## src/rtl/matrix_scan_ctrl.sv

```systemverilog
// matrix_scan_ctrl: scans a 7-row x 5-column LED matrix from one of two
// frame buffers (placement / attack). Each row gets a blanking gap and then
// a dwell period. The attack view also blinks a cursor cell.
module matrix_scan_ctrl #(
  parameter int DWELL        = 500,
  parameter int BLANK        = 4,
  parameter int BLINK_FRAMES = 16
) (
  input  logic       clk,
  input  logic       reset,
  input  logic       en,
  input  logic       mode,
  input  logic       wr_en,
  input  logic       wr_buf,
  input  logic [2:0] wr_row,
  input  logic [4:0] wr_data,
  input  logic [2:0] cur_row,
  input  logic [2:0] cur_col,
  output logic [6:0] row_sel,
  output logic [4:0] col_out,
  output logic       frame_start,
  output logic       wr_err
);

  localparam int MAXC = (DWELL > BLANK) ? DWELL : BLANK;
  localparam int CW   = $clog2(MAXC + 1);
  localparam int FW   = $clog2(BLINK_FRAMES + 1);

  typedef enum logic [1:0] {S_IDLE, S_BLANK, S_DRIVE} state_t;

  state_t          state_q, state_d;
  logic [2:0]      r_q, r_d;
  logic [CW-1:0]   cnt_q, cnt_d;
  logic [4:0]      col_q, col_d;
  logic            act_q, act_d;
  logic [FW-1:0]   fcnt_q, fcnt_d;
  logic            blink_q, blink_d;
  logic            wr_err_q, wr_err_d;
  // Row 7 is never written; it exists so a 3-bit row index is always in range.
  logic [4:0]      mem_q [2][8];
  logic [4:0]      mem_d [2][8];

  logic            rd_buf;
  logic [4:0]      rd_data;
  logic            drive;
  logic            cur_hit;

  // Row 0 snapshots from the freshly sampled mode; later rows use the latched buffer.
  assign rd_buf  = (r_q == 3'd0) ? mode : act_q;
  assign rd_data = mem_q[rd_buf][r_q];

  // Buffer write path; row 7 is rejected and flagged on the next cycle.
  always_comb begin
    for (int b = 0; b < 2; b++) begin
      for (int i = 0; i < 8; i++) begin
        mem_d[b][i] = mem_q[b][i];
      end
    end
    wr_err_d = wr_en && (wr_row == 3'd7);
    if (wr_en && (wr_row != 3'd7)) begin
      mem_d[wr_buf][wr_row] = wr_data;
    end
  end

  // Scan sequencing: blank gap, snapshot, dwell, next row; en low forces idle.
  always_comb begin
    state_d = state_q;
    r_d     = r_q;
    cnt_d   = cnt_q;
    col_d   = col_q;
    act_d   = act_q;
    fcnt_d  = fcnt_q;
    blink_d = blink_q;
    if (!en) begin
      state_d = S_IDLE;
      r_d     = 3'd0;
      cnt_d   = '0;
    end else begin
      case (state_q)
        S_IDLE: begin
          state_d = S_BLANK;
          r_d     = 3'd0;
          cnt_d   = '0;
        end
        S_BLANK: begin
          if (cnt_q == CW'(BLANK - 1)) begin
            state_d = S_DRIVE;
            cnt_d   = '0;
            col_d   = rd_data;
            if (r_q == 3'd0) begin
              // New frame: latch display buffer and advance blink timing so
              // the whole frame shows one consistent blink phase.
              act_d = mode;
              if (fcnt_q == FW'(BLINK_FRAMES)) begin
                blink_d = ~blink_q;
                fcnt_d  = FW'(1);
              end else begin
                fcnt_d = fcnt_q + FW'(1);
              end
            end
          end else begin
            cnt_d = cnt_q + CW'(1);
          end
        end
        S_DRIVE: begin
          if (cnt_q == CW'(DWELL - 1)) begin
            state_d = S_BLANK;
            cnt_d   = '0;
            r_d     = (r_q == 3'd6) ? 3'd0 : r_q + 3'd1;
          end else begin
            cnt_d = cnt_q + CW'(1);
          end
        end
        default: begin
          state_d = S_IDLE;
          r_d     = 3'd0;
          cnt_d   = '0;
        end
      endcase
    end
  end

  // State and storage registers with synchronous reset.
  always_ff @(posedge clk) begin
    if (reset) begin
      state_q  <= S_IDLE;
      r_q      <= 3'd0;
      cnt_q    <= '0;
      col_q    <= 5'd0;
      act_q    <= 1'b0;
      fcnt_q   <= '0;
      blink_q  <= 1'b0;
      wr_err_q <= 1'b0;
    end else begin
      state_q  <= state_d;
      r_q      <= r_d;
      cnt_q    <= cnt_d;
      col_q    <= col_d;
      act_q    <= act_d;
      fcnt_q   <= fcnt_d;
      blink_q  <= blink_d;
      wr_err_q <= wr_err_d;
    end
  end

  // Frame buffers, cleared by reset.
  always_ff @(posedge clk) begin
    for (int b = 0; b < 2; b++) begin
      for (int i = 0; i < 8; i++) begin
        mem_q[b][i] <= reset ? 5'd0 : mem_d[b][i];
      end
    end
  end

  assign drive       = (state_q == S_DRIVE);
  assign cur_hit     = act_q && blink_q && (cur_row == r_q);
  assign frame_start = drive && (r_q == 3'd0) && (cnt_q == '0);
  assign wr_err      = wr_err_q;

  // One-hot row decode, only while driving.
  for (genvar gi = 0; gi < 7; gi++) begin : g_row
    assign row_sel[gi] = drive && (r_q == 3'(gi));
  end

  // Column drive with the cursor cell inverted during the lit blink phase.
  for (genvar gi = 0; gi < 5; gi++) begin : g_col
    assign col_out[gi] = drive && (col_q[gi] ^ (cur_hit && (cur_col == 3'(gi))));
  end

endmodule

```

## config.mk

```make
export PLATFORM = sky130hd
export DESIGN_NAME = matrix_scan_ctrl
export DESIGN_NICKNAME = d
export VERILOG_FILES = /design/src/rtl/matrix_scan_ctrl.sv
export SDC_FILE = /design/constraint.sdc
export NUM_CORES = 1
export LEC_CHECK = 0
export CAP_MARGIN = 10
export CORE_MARGIN = 2
export CORE_UTILIZATION = 55
export DETAILED_ROUTE_END_ITERATION = 8
export HOLD_SLACK_MARGIN = 0.12
export PLACE_DENSITY = 0.75
export SLEW_MARGIN = 20
export SYNTH_ARGS = -nofsm -noshare
export SYNTH_HDL_FRONTEND = slang
export SYNTH_SLANG_ARGS = --single-unit
```

## constraint.sdc

```tcl
create_clock -name clk -period 2.5 [get_ports clk]
set_clock_uncertainty 0.05 [all_clocks]
set_input_delay 0.25 -clock clk [delete_from_list [all_inputs] [get_ports clk]]
set_output_delay 0.25 -clock clk [all_outputs]
set_load 0.02 [all_outputs]
```

## After elaboration in Yosys (flattened, before gate mapping)

Memory sizes are Yosys's and may differ from the RTL's.
Cells that the tools add are included.

| word-level totals | value |
|---|---|
| memory bits (read-only) | 0 |
| register bits | 27 |
| RAM bits | 80 |
| latch bits | 0 |
| logic and storage cells | 118 |
| output and inout port bits | 14 |
| bits of input ports | 20 |
| memories | 1 |

| cells by class | value |
|---|---|
| mux-type cells | 36 |
| shift operators | 0 |
| magnitude comparators | 5 |
| bitwise logic cells | 11 |
| equal/unequal tests | 20 |
| add/subtract/negate cells | 3 |
| div/mod/pow operators | 0 |
| multiply operators | 0 |
| reduce and logical (&&, ||, !) cells | 34 |

Memories:

| name | words | width | rd ports | clocked after Yosys merged registers in | write ports | RTL line | text |
|---|---|---|---|---|---|---|---|
| mem_q | 2 | 40 | 3 | 0 | 2 | 40 | `logic [4:0] mem_q [2][8];` |

Operators by type and width:

| operator | count |
|---|---|
| two-way mux 5 bit | 20 |
| bitwise mux 80 bit | 1 |
| two-way mux 80 bit | 1 |
| demux 40 bit (select 1 bit) | 1 |
| two-way mux 40 bit | 1 |
| logical AND 1 bit | 24 |
| two-way mux 9 bit | 2 |
| case mux 9 bit (2 select lines) | 1 |
| binary-select mux 5 bit (select 3 bit) | 1 |
| demux 5 bit (select 3 bit) | 1 |
| == test 3 bit, second input constant | 5 |
| == test 3 x 2 -> 1 bit, second input constant | 4 |
| adder 9 x 1 -> 9 bit, second input constant | 1 |
| == test 9 x 2 -> 1 bit, second input constant | 1 |
| == test 9 bit, second input constant | 1 |
| logical NOT 9 bit | 1 |
| greater-or-equal comparator 4 bit, second input constant | 2 |
| NOT 3 -> 4 bit | 2 |
| == test 3 x 1 -> 1 bit, second input constant | 2 |
| logical NOT 3 bit | 2 |
| two-way mux 3 bit | 2 |
| case mux 2 bit (3 select lines) | 1 |
| case mux 3 bit (2 select lines) | 1 |
| adder 5 x 1 -> 5 bit, second input constant | 1 |
| other kinds (22) | 30 |

## Longest topological paths before layout

Gate-level depths: netlist of the first run.

| depth | value |
|---|---|
| depth in word-level cells | 10 |
| depth in mapped cells | 7 |

## Worst setup path after synthesis of the first run

Ideal clock, no wire load.

| timing | value |
|---|---|
| kind | register to output |
| start | register r_q[2] |
| end | output col_out[3] |
| setup slack | 0.149 ns |
| data required time | 2.200 ns |
| path buffers | 2 |
| arrival | 2.051 ns |
| stages on the path, launching flop included | 7 |
| cell sequence | dfxtp_1 buf_6 xor2_1 or4_1 buf_2 or4_1 a21oi_1 |

| between the ends | value |
|---|---|
| word-level cells in the longest chain between the ends | 5 |

Ends and longest elaborated chain:

| element | RTL line | text |
|---|---|---|
| start, declared | 32 | `logic [2:0] r_q, r_d;` |
| start signal, assigned | 136 | `r_q <= r_d;` |
| == test 3 bit | 156 | `assign cur_hit = act_q && blink_q && (cur_row == r_q);` |
| logical AND 1 bit | 156 |  |
| logical AND 1 bit | 167 | `assign col_out[gi] = drive && (col_q[gi] ^ (cur_hit && (cur_col == 3'(gi))));` |
| XOR 1 bit | 167 |  |
| logical AND 1 bit | 167 |  |
| end, declared | 20 | `output logic [4:0] col_out,` |

Every way passes these cells.

## Worst setup path in the final report of the first run

| timing | value |
|---|---|
| start | register r_q[1] |
| end | output col_out[1] |

Same word-level chain as after synthesis.

==> summary.txt, run 1 <==
DRT iter0 DRCs: 215
Clock Sinks: 107
pre-CTS setup slack: -0.6151 ns
Starting Density: 56.78%
Final Power: 2938 µW
initial antenna violation count: 0
commonest non-fill, non-tap cell in the layout: dfxtp_1
ys async rst share: 0%
Mapped Cells: 528
Clock Path Buffers: 2
Worst Tran Pin Value: 0.6803 ns
total I/O pin count: 34
crit start category: flop
maximum clock frequency: 0.3906 GHz
number of synthesized flops with an enable pin: 0
Mapped Area: 0.004976 mm²
r2r setup slk: 0.45 ns
Die H: 99.12 µm
nets: 589
HPWL Detailed: 7.719 mm
Data arrival, critical path: 2.26 ns
Worst Path Required: 2.20 ns
# port buffers: 33
Max-cap violations: 0
HP Start: reset
Slew Viols, Final: 0
Worst VDD drop: 0.3325 mV
Reg2Reg Depth: 7
failing checks: negative setup slack
adder-cell share of the synthesized area: 2.514%
period utilization: 102.4%
FF+latch count, synth: 107
Yosys cell types: 46
RSZ-0062 raised after global routing: yes
largest family of logic cells by synthesized area: multiplexers
remaining global-route overflow: 0
Rows: 34
Slew HR: 54.50%
CP endpoint kind: output pin
clk_lat worst skew: 0.37 ns
Setup CP Type: flop to output pin
Final min period: 2.560 ns
die span in x: 99.12 µm
Leakage: 0.002201 µW
Hold Crit Endpoint: r_q[0]
synth warn: 0
ratio of cells with drive above 1 in the final layout: 15.07%
antenna cells: 0
vias in the first global route: 3814
CTS tree: done
clk slew on worst S/H paths: 0.10 ns
first drt pass iteration count: 5
fill cell count: 705
post-synthesis mux area share: 19.31%
WL final: 11.52 mm
H-Tree Depth: 3
CTS Buf Count: 9
DR WL/cell: 17.15 µm
XOR/XNOR Fraction of Synth Area: 1.760%
largest net degree at the start of global routing: 96
Root Buffer Master: clkbuf_8
Routed Antenna Nets: 0
post-synthesis simple-gate area fraction: 18.31%
outcome: finished with violations
mean area per synthesized cell: 9.424 µm²
Layout Utilization: 65.13%
Net Count, Synth: 558
Primary FF master, synth: dfxtp_1
Power Density: 514.8 mW/mm²
first-pass GRT wire length: 18.79 mm
final setup fails: 4
CORE AREA: 0.008763 mm²
Via density: 5.943
Placer Congestion: 0.8161
Compound-Gate Fraction of Synth Area: 10.96%
hold buffers post-CTS: 0
Post-route DRC: 0
Vias: 3994
crit path max fanout: 8
Worst Setup Slack, final: -0.05986 ns
sequential area share after synthesis: 43.05%
reg-to-reg critical path endpoint: col_q[3]
Tot GR Track Use: 23.92%
HP Class: input port to flop
Reg2Reg Launch Point: r_q[1]
die area: 0.009824 mm²
Area Overhead vs Synth: 14.71%
most frequent cells in the layout: dfxtp_1 (105), nor2_1 (68), mux2i_1 (51)
hold depth: 3
Final Hold Violating Endpoints: 0
## through the flow
step / hold WS [ns] / setup TNS [ns] / instances / instance area [µm²]
floorplan: 0.3469 / 0 / 528 / 4976
global placement: 0.3921 / -2.480 / 656 / 5478
detailed placement: 0.3967 / -2.780 / 656 / 5478
CTS: 0.2983 / -0.1144 / 672 / 5667
global route: 0.3318 / -0.4875 / 672 / 5708
finish: 0.3167 / -0.1887 / 672 / 5708
## worst max path at each step
stage                    start  slack (ns)  cells after the start          to
global placement    cur_row[2]       -0.50                      6  col_out[2]
floorplan               r_q[2]        0.15                      6  col_out[3]
global route            r_q[1]       -0.13                      5  col_out[1]
detailed placement  cur_row[2]       -0.62                      6  col_out[2]
CTS                     r_q[1]       -0.06                      5  col_out[1]
finish                  r_q[1]       -0.06                      5  col_out[1]
## cells by family after synthesis
| logic type | count (synthesis) |
|---|---|
| simple gates | 185 |
| flops | 107 |
| compound gates | 95 |
| mux | 71 |
| buf+inv | 50 |
| xor+xnor | 10 |
| fa+ha+maj | 10 |
## synthesized netlist by cell type (all sizes together), types with 2 or more instances
cell / count / area [µm²]
dfxtp: 107 / 2142
nor2: 68 / 255.2
mux2i: 51 / 510.5
a21oi: 42 / 210.2
nand2: 42 / 157.7
clkbuf: 31 / 116.4
o21ai: 30 / 150.1
mux4: 20 / 450.4
inv: 12 / 45.04
ha: 10 / 125.1
nand3: 10 / 50.05
nor2b: 10 / 62.56
and3: 7 / 43.79
buf: 7 / 42.54
nor3: 7 / 35.03
nand2b: 6 / 37.54
or4: 6 / 45.04
o221ai: 5 / 43.79
or3b: 5 / 43.79
xnor2: 5 / 43.79
xor2: 5 / 43.79
a31oi: 4 / 25.02
and2: 4 / 25.02
or3: 4 / 25.02
o31ai: 3 / 22.52
o41ai: 3 / 26.28
a211oi: 2 / 15.01
a311oi: 2 / 17.52
nand3b: 2 / 15.01
nand4: 2 / 12.51
nor3b: 2 / 20.02
nor4: 2 / 12.51
or2b: 2 / 15.01
or4b: 2 / 20.02
## flip-flops by register name, indices dropped and copies added, names as in the netlist
signal and cells:
cnt_q 9, r_q 3, blink_q 1, wr_err 1
col_q 5, mem_q 80, state_q 2, act_q 1
fcnt_q 5
## power breakdown
part | leakage [µW] | switching, µW | internal [µW]
combinational | 0.00125 | 123 | 83.5
sequential | 0.000864 | 8.48 | 1720
clock | 0.0000908 | 604 | 400
total | 0.00220 | 735 | 2200
## layout make-up
type / count / area, µm² / share of cell area [%]
clock inverter: 6 / 48.80 / 0.8549
inverter: 12 / 45.04 / 0.7891
tap: 108 / 135.1 / 2.367
sequential: 107 / 2145 / 37.57
multi-input combinational: 371 / 2666 / 46.71
timing repair buffer: 58 / 530.5 / 9.294
clock buffer: 10 / 137.6 / 2.411
## critical path, cell delays in order (launching register included)
cell     delay (ns)
dfxtp_2        0.35
xor2_1         0.14
or4_4          0.59
or4b_4         0.51
a21oi_2        0.15
buf_4          0.15
## metal layers
metal	vias to the layer above	global-route usage [%]	wire length [µm]
met2	110	38.10	5356
met1	1940	33.55	5349
met4	0	7.482	209
met5	-	0	0
met3	15	4.146	606
li1	1929	-	-
## repair_timing
| action | in CTS | in global routing |
|---|---|---|
| endpoints found under the setup margin | 10 | 9 |
| gates resized for setup | 32 | 12 |
| pin swaps | 6 | 6 |
| setup buffers | 0 | 0 |
Power figures use the tool's default switching activity.
==> inputs of run 2 (changes only) <==
--- a/config.mk
+++ b/config.mk
@@ -7,11 +7,10 @@
 export LEC_CHECK = 0
 export CAP_MARGIN = 10
 export CORE_MARGIN = 2
-export CORE_UTILIZATION = 55
+export CORE_UTILIZATION = 45
 export DETAILED_ROUTE_END_ITERATION = 8
 export HOLD_SLACK_MARGIN = 0.12
-export PLACE_DENSITY = 0.75
-export SLEW_MARGIN = 20
+export SLEW_MARGIN = 10
 export SYNTH_ARGS = -nofsm -noshare
 export SYNTH_HDL_FRONTEND = slang
 export SYNTH_SLANG_ARGS = --single-unit
==> run 2 against run 1 <==
Compared with the run above:
- the flow still finishes with violations (negative setup slack)
- setup slack got worse by 0.045 ns
- final cell count up 5.5%
- register-to-register slack lost 0.07 ns
- global-route usage decreased by 3.2 points
- combinational power hardly changed
- worst hold slack worse by 0.067 ns
- fmax down 1.7%
- critical path type unchanged
- critical endpoint is now col_out[2]
- highest routed layer unchanged
==> summary.txt, run 2 (synthesized netlist as in run 1, its figures left out) <==
Largest Register: mem_q
crit-path most repeated cell: or4_4
vias in the first global route: 3793
CP bufs+invs: 2
maximum clock frequency: 0.3838 GHz
first-pass GRT wire length: 18.98 mm
Rows: 38
remaining global-route overflow: 0
Worst Tran Pin Value: 0.6453 ns
Worst Path Required: 2.20 ns
CTS tree: done
Starting Density: 46.10%
r2r setup slk: 0.38 ns
most frequent cells in the layout: dfxtp_1 (106), nor2_1 (68), mux2i_1 (51)
HP Class: input port to flop
HPWL Detailed: 7.809 mm
commonest non-fill, non-tap cell in the layout: dfxtp_1
Clock Sinks: 107
Finished Cell Area: 0.005771 mm²
WL final: 11.57 mm
Worst VDD drop: 0.2458 mV
CP Depth: 6
Area Overhead vs Synth: 15.97%
Leakage: 0.002200 µW
DR WL/cell: 16.32 µm
max reg flops: 80
failing checks: negative setup slack
Via density: 5.508
Final Hold Violating Endpoints: 0
outcome: finished with violations
Routed Antenna Nets: 0
Tot GR Track Use: 20.74%
Die H: 109.2 µm
final setup fails: 4
period utilization: 104.2%
largest registers: mem_q (80), cnt_q (9)
reg-to-reg critical path endpoint: col_q[3]
CORE AREA: 0.01079 mm²
Reg2Reg Launch Point: r_q[1]
Post-DP Area: 0.005528 mm²
register area: 0.002143 mm²
CP startpoint: r_q[1]
die area: 0.01191 mm²
crit start category: flop
Root Buffer Master: clkbuf_8
ratio of cells with drive above 1 in the final layout: 15.64%
Slew Viols, Final: 0
# port buffers: 33
crit path max fanout: 6
Non-Filler Instances: 709
CP endpoint: col_out[2]
Final min period: 2.605 ns
largest net degree at the start of global routing: 40
delay-heaviest family, CP: simple AND/OR/NAND/NOR gates
initial antenna violation count: 0
DRT iter0 DRCs: 252
clk_lat worst skew: 0.36 ns
max incr delay on CP: 0.57 ns
CTS Buf Count: 9
Multi-input gate area: 0.002673 mm²
Slew HR: 56.84%
H-Tree Depth: 3
Max-cap violations: 0
Hold Worst Slack: 0.2498 ns
total I/O pin count: 34
antenna cells: 0
Post-route DRC: 0
Worst Setup Slack, final: -0.1053 ns
critical path's slowest cell: or4_4
Reg2Reg Depth: 7
Placed Cells: 691
fill cell count: 984
RSZ-0062 raised after global routing: yes
CP endpoint kind: output pin
Placer Congestion: 0.7958
Setup CP Type: flop to output pin
clk slew on worst S/H paths: 0.10 ns
Data arrival, critical path: 2.31 ns
first drt pass iteration count: 4
nets: 594
HP Start: reset
pre-CTS setup slack: -0.5550 ns
hold buffers post-CTS: 0
final setup TNS: -0.2083 ns
Vias: 3905
CP cell instances: xor2_1, or4_4, buf_6, or4_4, a21oi_2, buf_4
Clock Path Buffers: 2
Power Density: 508.1 mW/mm²
die span in x: 109.2 µm
run 2: changes by cell type in the layout (fill, tap and decap cells not counted), moves of 2 or more:
cell | before | now
buf_4 | 27 | 32
dlygate4sd2_1 | 1 | 3
dlymetal6s2s_1 | 3 | 1
buf_6 | 1 | 3
run 2: worst min path at each step:
| stage | end | slack, ns | cells past startpoint |
|---|---|---|---|
| finish | mem_q[0][32] | 0.25 | 2 |
| global route | mem_q[0][20] | 0.25 | 2 |
| CTS | mem_q[0][26] | 0.23 | 2 |
| detailed placement | mem_q[0][37] | 0.40 | 2 |
| global placement | mem_q[0][37] | 0.39 | 2 |
| floorplan | mem_q[0][5] | 0.35 | 2 |
run 2: stage by stage:
step | power [µW] | util [%]
2_1_floorplan | 1877 | -
3_3_place_gp | 1967 | 51.22
3_5_place_dp | 1970 | 51.22
4_1_cts | 2962 | 53.15
5_1_grt | 3043 | 53.47
6_report | 2932 | 53.47
run 2: worst register-to-register path, cell delays in order, from the launching register on:
cell,delay [ns]
dfxtp_2,0.34
buf_4,0.26
nor3_1,0.27
buf_4,0.17
mux2i_1,0.18
buf_4,0.26
mux2i_1,0.32
o221ai_1,0.15
run 2: timing repair:
item                       in CTS  in global routing
pin swaps                       7                  1
setup endpoints to repair       9                  7
gates resized for setup        35                  8
setup buffers                   2                  0
run 2: layout make-up:
| type | instances | share of cell area, % |
|---|---|---|
| multi-input cells | 371 | 46.31 |
| flip-flops and latches | 107 | 37.14 |
| repair buffers | 63 | 9.497 |
| well taps | 140 | 3.036 |
| clock buffers | 11 | 2.624 |
| inverters | 12 | 0.7806 |
| clock inverters | 5 | 0.6071 |
run 2: power by group:
part           internal [µW]  leakage, µW  total (µW)  switching (µW)
sequential              1720     0.000864        1730            8.05
clock                    420    0.0000957         999             579
combinational           82.9      0.00124         205             122
run 2: layer usage:
layer | share of wire, % | global-route usage (%) | up-vias
li1 | - | - | 1944
met1 | 48 | 27.91 | 1856
met2 | 46 | 34.43 | 94
met3 | 4.9 | 3.168 | 11
met4 | 1.1 | 6.227 | 0
met5 | 0 | 0 | -
